File: config.mk
export PLATFORM = sky130hd
export DESIGN_NAME = vedic_mult_pipe
export DESIGN_NICKNAME = d
export VERILOG_FILES = /design/src/rtl/vedic_mult_pipe.sv
export SDC_FILE = /design/constraint.sdc
export NUM_CORES = 2
export LEC_CHECK = 0
export CORE_MARGIN = 8
export CORE_UTILIZATION = 55
export DETAILED_ROUTE_END_ITERATION = 10
export PLACE_DENSITY = 0.72
export SYNTH_ARGS = -nofsm -noshare
export SYNTH_HDL_FRONTEND = slang
export SYNTH_SLANG_ARGS = --single-unit
File: constraint.sdc
create_clock -name clk -period 29.1 [get_ports clk]
set_input_delay 8.73 -clock clk [delete_from_list [all_inputs] [get_ports clk]]
set_output_delay 8.73 -clock clk [all_outputs]
set_load 0.03 [all_outputs]
File: src/rtl/vedic_mult_pipe.sv
// Pipelined W x W Vedic multiplier with a signed/unsigned mode per transaction
// and a sideband tag.
// S1: operand magnitudes and result sign.
// S2: four W/2 x W/2 partial products.
// S3: carry-save recombination, then sign restore.
// The three stages advance together and hold together, so backpressure
// freezes the whole pipe.
module vedic_mult_pipe #(
  parameter int W     = 32,
  parameter int TAG_W = 4
) (
  input  logic               clk,
  input  logic               rst,
  input  logic               in_valid,
  output logic               in_ready,
  input  logic [W-1:0]       in_a,
  input  logic [W-1:0]       in_b,
  input  logic               in_sgn,
  input  logic [TAG_W-1:0]   in_tag,
  output logic               out_valid,
  input  logic               out_ready,
  output logic [2*W-1:0]     out_p,
  output logic [TAG_W-1:0]   out_tag
);

  localparam int H = W / 2;

  // Magnitude of a possibly-signed operand; -2^(W-1) maps to 2^(W-1) unsigned.
  function automatic logic [W-1:0] to_mag(input logic [W-1:0] x, input logic sgn);
    logic signed [W-1:0] sx;
    sx = x;
    return (sgn && x[W-1]) ? W'(-sx) : x;
  endfunction

  // Restore the sign of the full product; -0 stays 0 naturally.
  function automatic logic [2*W-1:0] apply_sign(input logic [2*W-1:0] p, input logic neg);
    logic signed [2*W-1:0] sp;
    sp = p;
    return neg ? (2*W)'(-sp) : p;
  endfunction

  // 3:2 compressor, sum rail.
  function automatic logic [2*W-1:0] csa_sum(input logic [2*W-1:0] a, input logic [2*W-1:0] b,
                                             input logic [2*W-1:0] c);
    return a ^ b ^ c;
  endfunction

  // 3:2 compressor, carry rail (already weighted by 2).
  function automatic logic [2*W-1:0] csa_carry(input logic [2*W-1:0] a, input logic [2*W-1:0] b,
                                               input logic [2*W-1:0] c);
    return ((a & b) | (a & c) | (b & c)) << 1;
  endfunction

  logic                 w_adv;
  logic                 r_vld_p1, r_vld_p2, r_vld_p3;
  logic [W-1:0]         r_ma_p1, r_mb_p1;
  logic                 r_neg_p1, r_neg_p2;
  logic [TAG_W-1:0]     r_tag_p1, r_tag_p2, r_tag_p3;
  logic [W-1:0]         r_ll_p2, r_hh_p2, r_lh_p2, r_hl_p2;
  logic [2*W-1:0]       r_p_p3;
  logic [2*W-1:0]       w_opa, w_opb, w_opc, w_sum, w_cry, w_prod;

  assign w_adv     = ~r_vld_p3 | out_ready;
  assign in_ready  = ~rst & w_adv;
  assign out_valid = r_vld_p3;
  assign out_p     = r_p_p3;
  assign out_tag   = r_tag_p3;

  // Valid bits of all three stages shift together; reset drops in-flight work.
  always_ff @(posedge clk) begin
    if (rst) begin
      r_vld_p1 <= 1'b0;
      r_vld_p2 <= 1'b0;
      r_vld_p3 <= 1'b0;
    end else if (w_adv) begin
      r_vld_p1 <= in_valid;
      r_vld_p2 <= r_vld_p1;
      r_vld_p3 <= r_vld_p2;
    end
  end

  // ---- stage 1: operand magnitudes, result sign, tag ----
  always_ff @(posedge clk) begin
    if (w_adv) begin
      r_ma_p1  <= to_mag(in_a, in_sgn);
      r_mb_p1  <= to_mag(in_b, in_sgn);
      r_neg_p1 <= in_sgn & (in_a[W-1] ^ in_b[W-1]);
      r_tag_p1 <= in_tag;
    end
  end

  // ---- stage 2: four half-width partial products ----
  always_ff @(posedge clk) begin
    if (w_adv) begin
      r_ll_p2  <= {{H{1'b0}}, r_ma_p1[H-1:0]} * {{H{1'b0}}, r_mb_p1[H-1:0]};
      r_hh_p2  <= {{H{1'b0}}, r_ma_p1[W-1:H]} * {{H{1'b0}}, r_mb_p1[W-1:H]};
      r_lh_p2  <= {{H{1'b0}}, r_ma_p1[H-1:0]} * {{H{1'b0}}, r_mb_p1[W-1:H]};
      r_hl_p2  <= {{H{1'b0}}, r_ma_p1[W-1:H]} * {{H{1'b0}}, r_mb_p1[H-1:0]};
      r_neg_p2 <= r_neg_p1;
      r_tag_p2 <= r_tag_p1;
    end
  end

  // HH and LL do not overlap, so they share one operand; the two cross terms
  // are the other two. One 3:2 level leaves a single carry-propagate add.
  assign w_opa  = {r_hh_p2, r_ll_p2};
  assign w_opb  = {{H{1'b0}}, r_lh_p2, {H{1'b0}}};
  assign w_opc  = {{H{1'b0}}, r_hl_p2, {H{1'b0}}};
  assign w_sum  = csa_sum(w_opa, w_opb, w_opc);
  assign w_cry  = csa_carry(w_opa, w_opb, w_opc);
  assign w_prod = w_sum + w_cry;

  // ---- stage 3: signed product and tag; bubbles leave the output registers untouched ----
  always_ff @(posedge clk) begin
    if (rst) begin
      r_p_p3   <= '0;
      r_tag_p3 <= '0;
    end else if (w_adv && r_vld_p2) begin
      r_p_p3   <= apply_sign(w_prod, r_neg_p2);
      r_tag_p3 <= r_tag_p2;
    end
  end

endmodule

# After elaboration in Yosys (flattened, before gate mapping)
# Cells that the tools add are included.
# classes
add_sub_neg	4
n_mul	4
mux	3
bitwise_logic	13
reduce_logical	3
# ops
cell	n
$mul A16 B16 Y32	4
$xor A64 B48 Y64	2
$and A63 B48 Y63	2
$add A64 B64 Y64	1
$mux W32	2
$mux W64	1
$neg A32 Y32	2
$neg A64 Y64	1
$or A63 B48 Y63	1
$or A63 B63 Y63	1
$and A48 B48 Y48	1
$logic_and A1 B1 Y1	3
$and A1 B1 Y1	2
$not A1 Y1	2
$or A1 B1 Y1	1
$xor A1 B1 Y1	1
# totals
reg_bits	273
input_bits	73
out_inout_bits	70
elab_cells	42

# Depth between registers and ports, before layout
# depth
depth_word	6
depth_mapped	26
ltp_nobuf	24

# Worst setup path before layout
# Ideal clock, no wire load.
# synth_path
path_type	input port to output port
from	input port out_ready
to	output port in_ready
arrival_time_ns	15.228
path_slack_ns	5.142
path_stages	3
path_cell_list	nand2b_1 > clkbuf_1 > and2_1
# synth_between
elab_chain_len	2
# synth_rtl
item	line	rtl
start, declared	21	input logic out_ready,
$or A1 B1 Y1	63	assign w_adv = ~r_vld_p3 | out_ready;
$and A1 B1 Y1	64	assign in_ready = ~rst & w_adv;
end, declared	15	output logic in_ready,
# Every way passes these cells.

# Final worst setup path
# Ends and elaborated chain as after synthesis.

==> qor.csv <==
metric;value;unit
syn_avg_cell_area;9.24;sq um
yosysSeqAreaShare;15.6;%
core;86800;sq um
drc;0;
ff_latch_area;7490;sq um
cts_resized;0;
relSlewSlack;32.9;%
post-cts-setup-buffer-count;0;
worstMarginPinSlew;1.01;ns
synth_flop_cell;edfxtp_1;
netlist_area;48100;sq um
dpl.hpwl;89400;microns
cts_buffers;31;
crit_fanout;65;
max_freq;0.0512;GHz
grt_pass1_wl;199000;microns
ant_nets;0;
finalMaxSlewViolations;0;
crit_path_end_kind;output pin;
die_h;312;microns
fin_skew;0.0228;ns
syn-num-nets;6538;
yosysTopAreaCellShare;33.7;%
drt_iter0_markers;2645;
postCtsHoldBufs;0;
drtPass1Iterations;5;
wirelength;122000;microns
status;finished, final reports clean;
clk_pin_slew;0.06;ns
path_class;in -> out;
cts_htree_levels;1;
critPathMaxStageDelay;0.69;ns
antenna_found_initial;6;
overflow;0;
setup_violations;0;
fin_setup_tns;0;ns
num-fill-cells;7646;
syn-instance-count;5205;
hold_path_class;reg -> reg;
grt_start_max_net_pins;101;
insertion_delay;0.61;ns
clock-root-buffer;clkbuf_16;
worstPathArrival;10.81;ns
cap_viol_max_count;0;
drive_gt1_share;2.93;%
crit_required;20.37;ns
dieWidth;312;microns
area_growth;7.07;%
cp_cell_sequence;clkdlybuf4s50_1, nand2b_4, and2_1, clkdlybuf4s50_1;
wl_per_cell;19.2;microns
clock-sinks;273;
die_area;97200;sq um
slowest_stage;nand2b_4;
rows;108;
synth_top_cell_by_area;fa_1;
period_share;67.1;%
gp_congestion;0.873;
synth_area_leaders;fa_1 (34%), edfxtp_1 (13%), ha_1 (12%), inv_1 (7.3%), and2_1 (6.3%);
cp-start-kind;input port;
yosys_warnings;0;
period_needed;19.54;ns
dr_total_vias;35881;
path_common_cell;clkdlybuf4s50_1;
ys_ff_latch;273;
start_util;55.5;%
grt_usage;25.3;%
tritoncts;yes;
synthArstFlopShare;0;%
multi_input_area;36100;sq um
via_per_inst;5.63;
cts_buffer_depth;3;
rsz0062_at_grt;no;
fin_nets;6529;
hold_viol;0;
synth_edf_count;202;
yosys.cell_types.count;92;
port_buffers;142;
io_pins;143;
grt_pass1_vias;37176;
worst max-delay path, delay by kind of cell:
kind / cells / cell delay [ns]
buffers and inverters: 2 / 1.13
and+or+nand+nor: 2 / 0.93
cell type report:
cell class	instances	area share, %
Antenna cell	1	0.00486
Clock buffer	34	1.53
Clock inverter	24	0.391
Inverter	934	6.81
Multi-Input combinational cell	3744	70.2
Sequential cell	273	14.5
Tap cell	1155	2.81
Timing Repair Buffer	212	3.77
worst paths after layout:
check,slack (ns),cells past startpoint,end,from
max,9.56,4,in_ready,out_ready
min,0.42,0,r_tag_p2[1]$_DFFE_PN_,r_tag_p1[1]$_DFFE_PN_
max reg2reg,21.32,23,r_hl_p2[31]$_DFFE_PN_,r_ma_p1[25]$_DFFE_PN_
min reg2reg,0.42,0,r_tag_p2[1]$_DFFE_PN_,r_tag_p1[1]$_DFFE_PN_
sequential cells by signal, indices dropped and copies added, names as in the netlist:
name       count
r_neg_p1       1
r_neg_p2       1
r_hh_p2       32
out_valid      1
r_lh_p2       32
r_tag_p2       4
out_p         64
r_mb_p1       32
r_hl_p2       32
out_tag        4
r_vld_p1       1
r_vld_p2       1
r_ma_p1       32
r_ll_p2       32
r_tag_p1       4
through the flow:
step / utilization [%] / area [sq um] / worst slack (ns) / hold WS, ns / std cells
finish: 59.4 / 51500 / 9.56 / 0.418 / 6377
global route: 59.4 / 51500 / 9.43 / 0.420 / 6376
CTS: 59.4 / 51500 / 9.51 / 0.420 / 6376
detailed placement: 58.2 / 50500 / 9.51 / 0.406 / 6318
global placement: 58.2 / 50500 / 9.54 / 0.402 / 6318
floorplan: - / 48100 / 5.14 / 0.400 / 5205
routing by layer:
layer | up-vias | part of all wire [%] | track usage [%]
met1 | 17761 | 43 | 35.2
met4 | 10 | 3.1 | 6.89
li1 | 16379 | - | -
met5 | - | 0.062 | 0
met2 | 1465 | 44 | 40.0
met3 | 266 | 9.7 | 5.61
kinds of logic after synthesis:
family | Yosys count | share of synthesized area (%)
adders and majority gates | 1260 | 45.4
muxes | 6 | 0.125
xor gates and xnor gates | 255 | 4.64
buffers and inverters | 1188 | 9.34
DFF | 273 | 15.6
AOI/OAI and AO/OA | 604 | 8.31
and+or+nand+nor | 1619 | 16.6
cell usage in the layout, fill, tap and decap left out, types with 71 or more instances in the layout:
cell type / n
edfxtp_1: 202
ha_1: 451
o21ai_0: 99
a21oi_1: 168
xor2_1: 103
clkdlybuf4s50_1: 141
dfxtp_1: 71
xnor2_1: 152
fa_1: 809
inv_1: 933
and2_1: 488
nor2_1: 182
nand2_1: 689
synth_stat cells, drive strengths merged, types with 63 or more instances:
cell and instances:
nand2 689, o21ai 105, ha 451, inv 933, and2 489, edfxtp 202
fa 809, xnor2 152, dfxtp 71, a211oi 65, xor2 103, a21o 63
a21oi 168, nor2 182, clkbuf 241
Power is not shown: default switching activity piles up to over one toggle a cycle in this logic, so the estimate is an artifact.
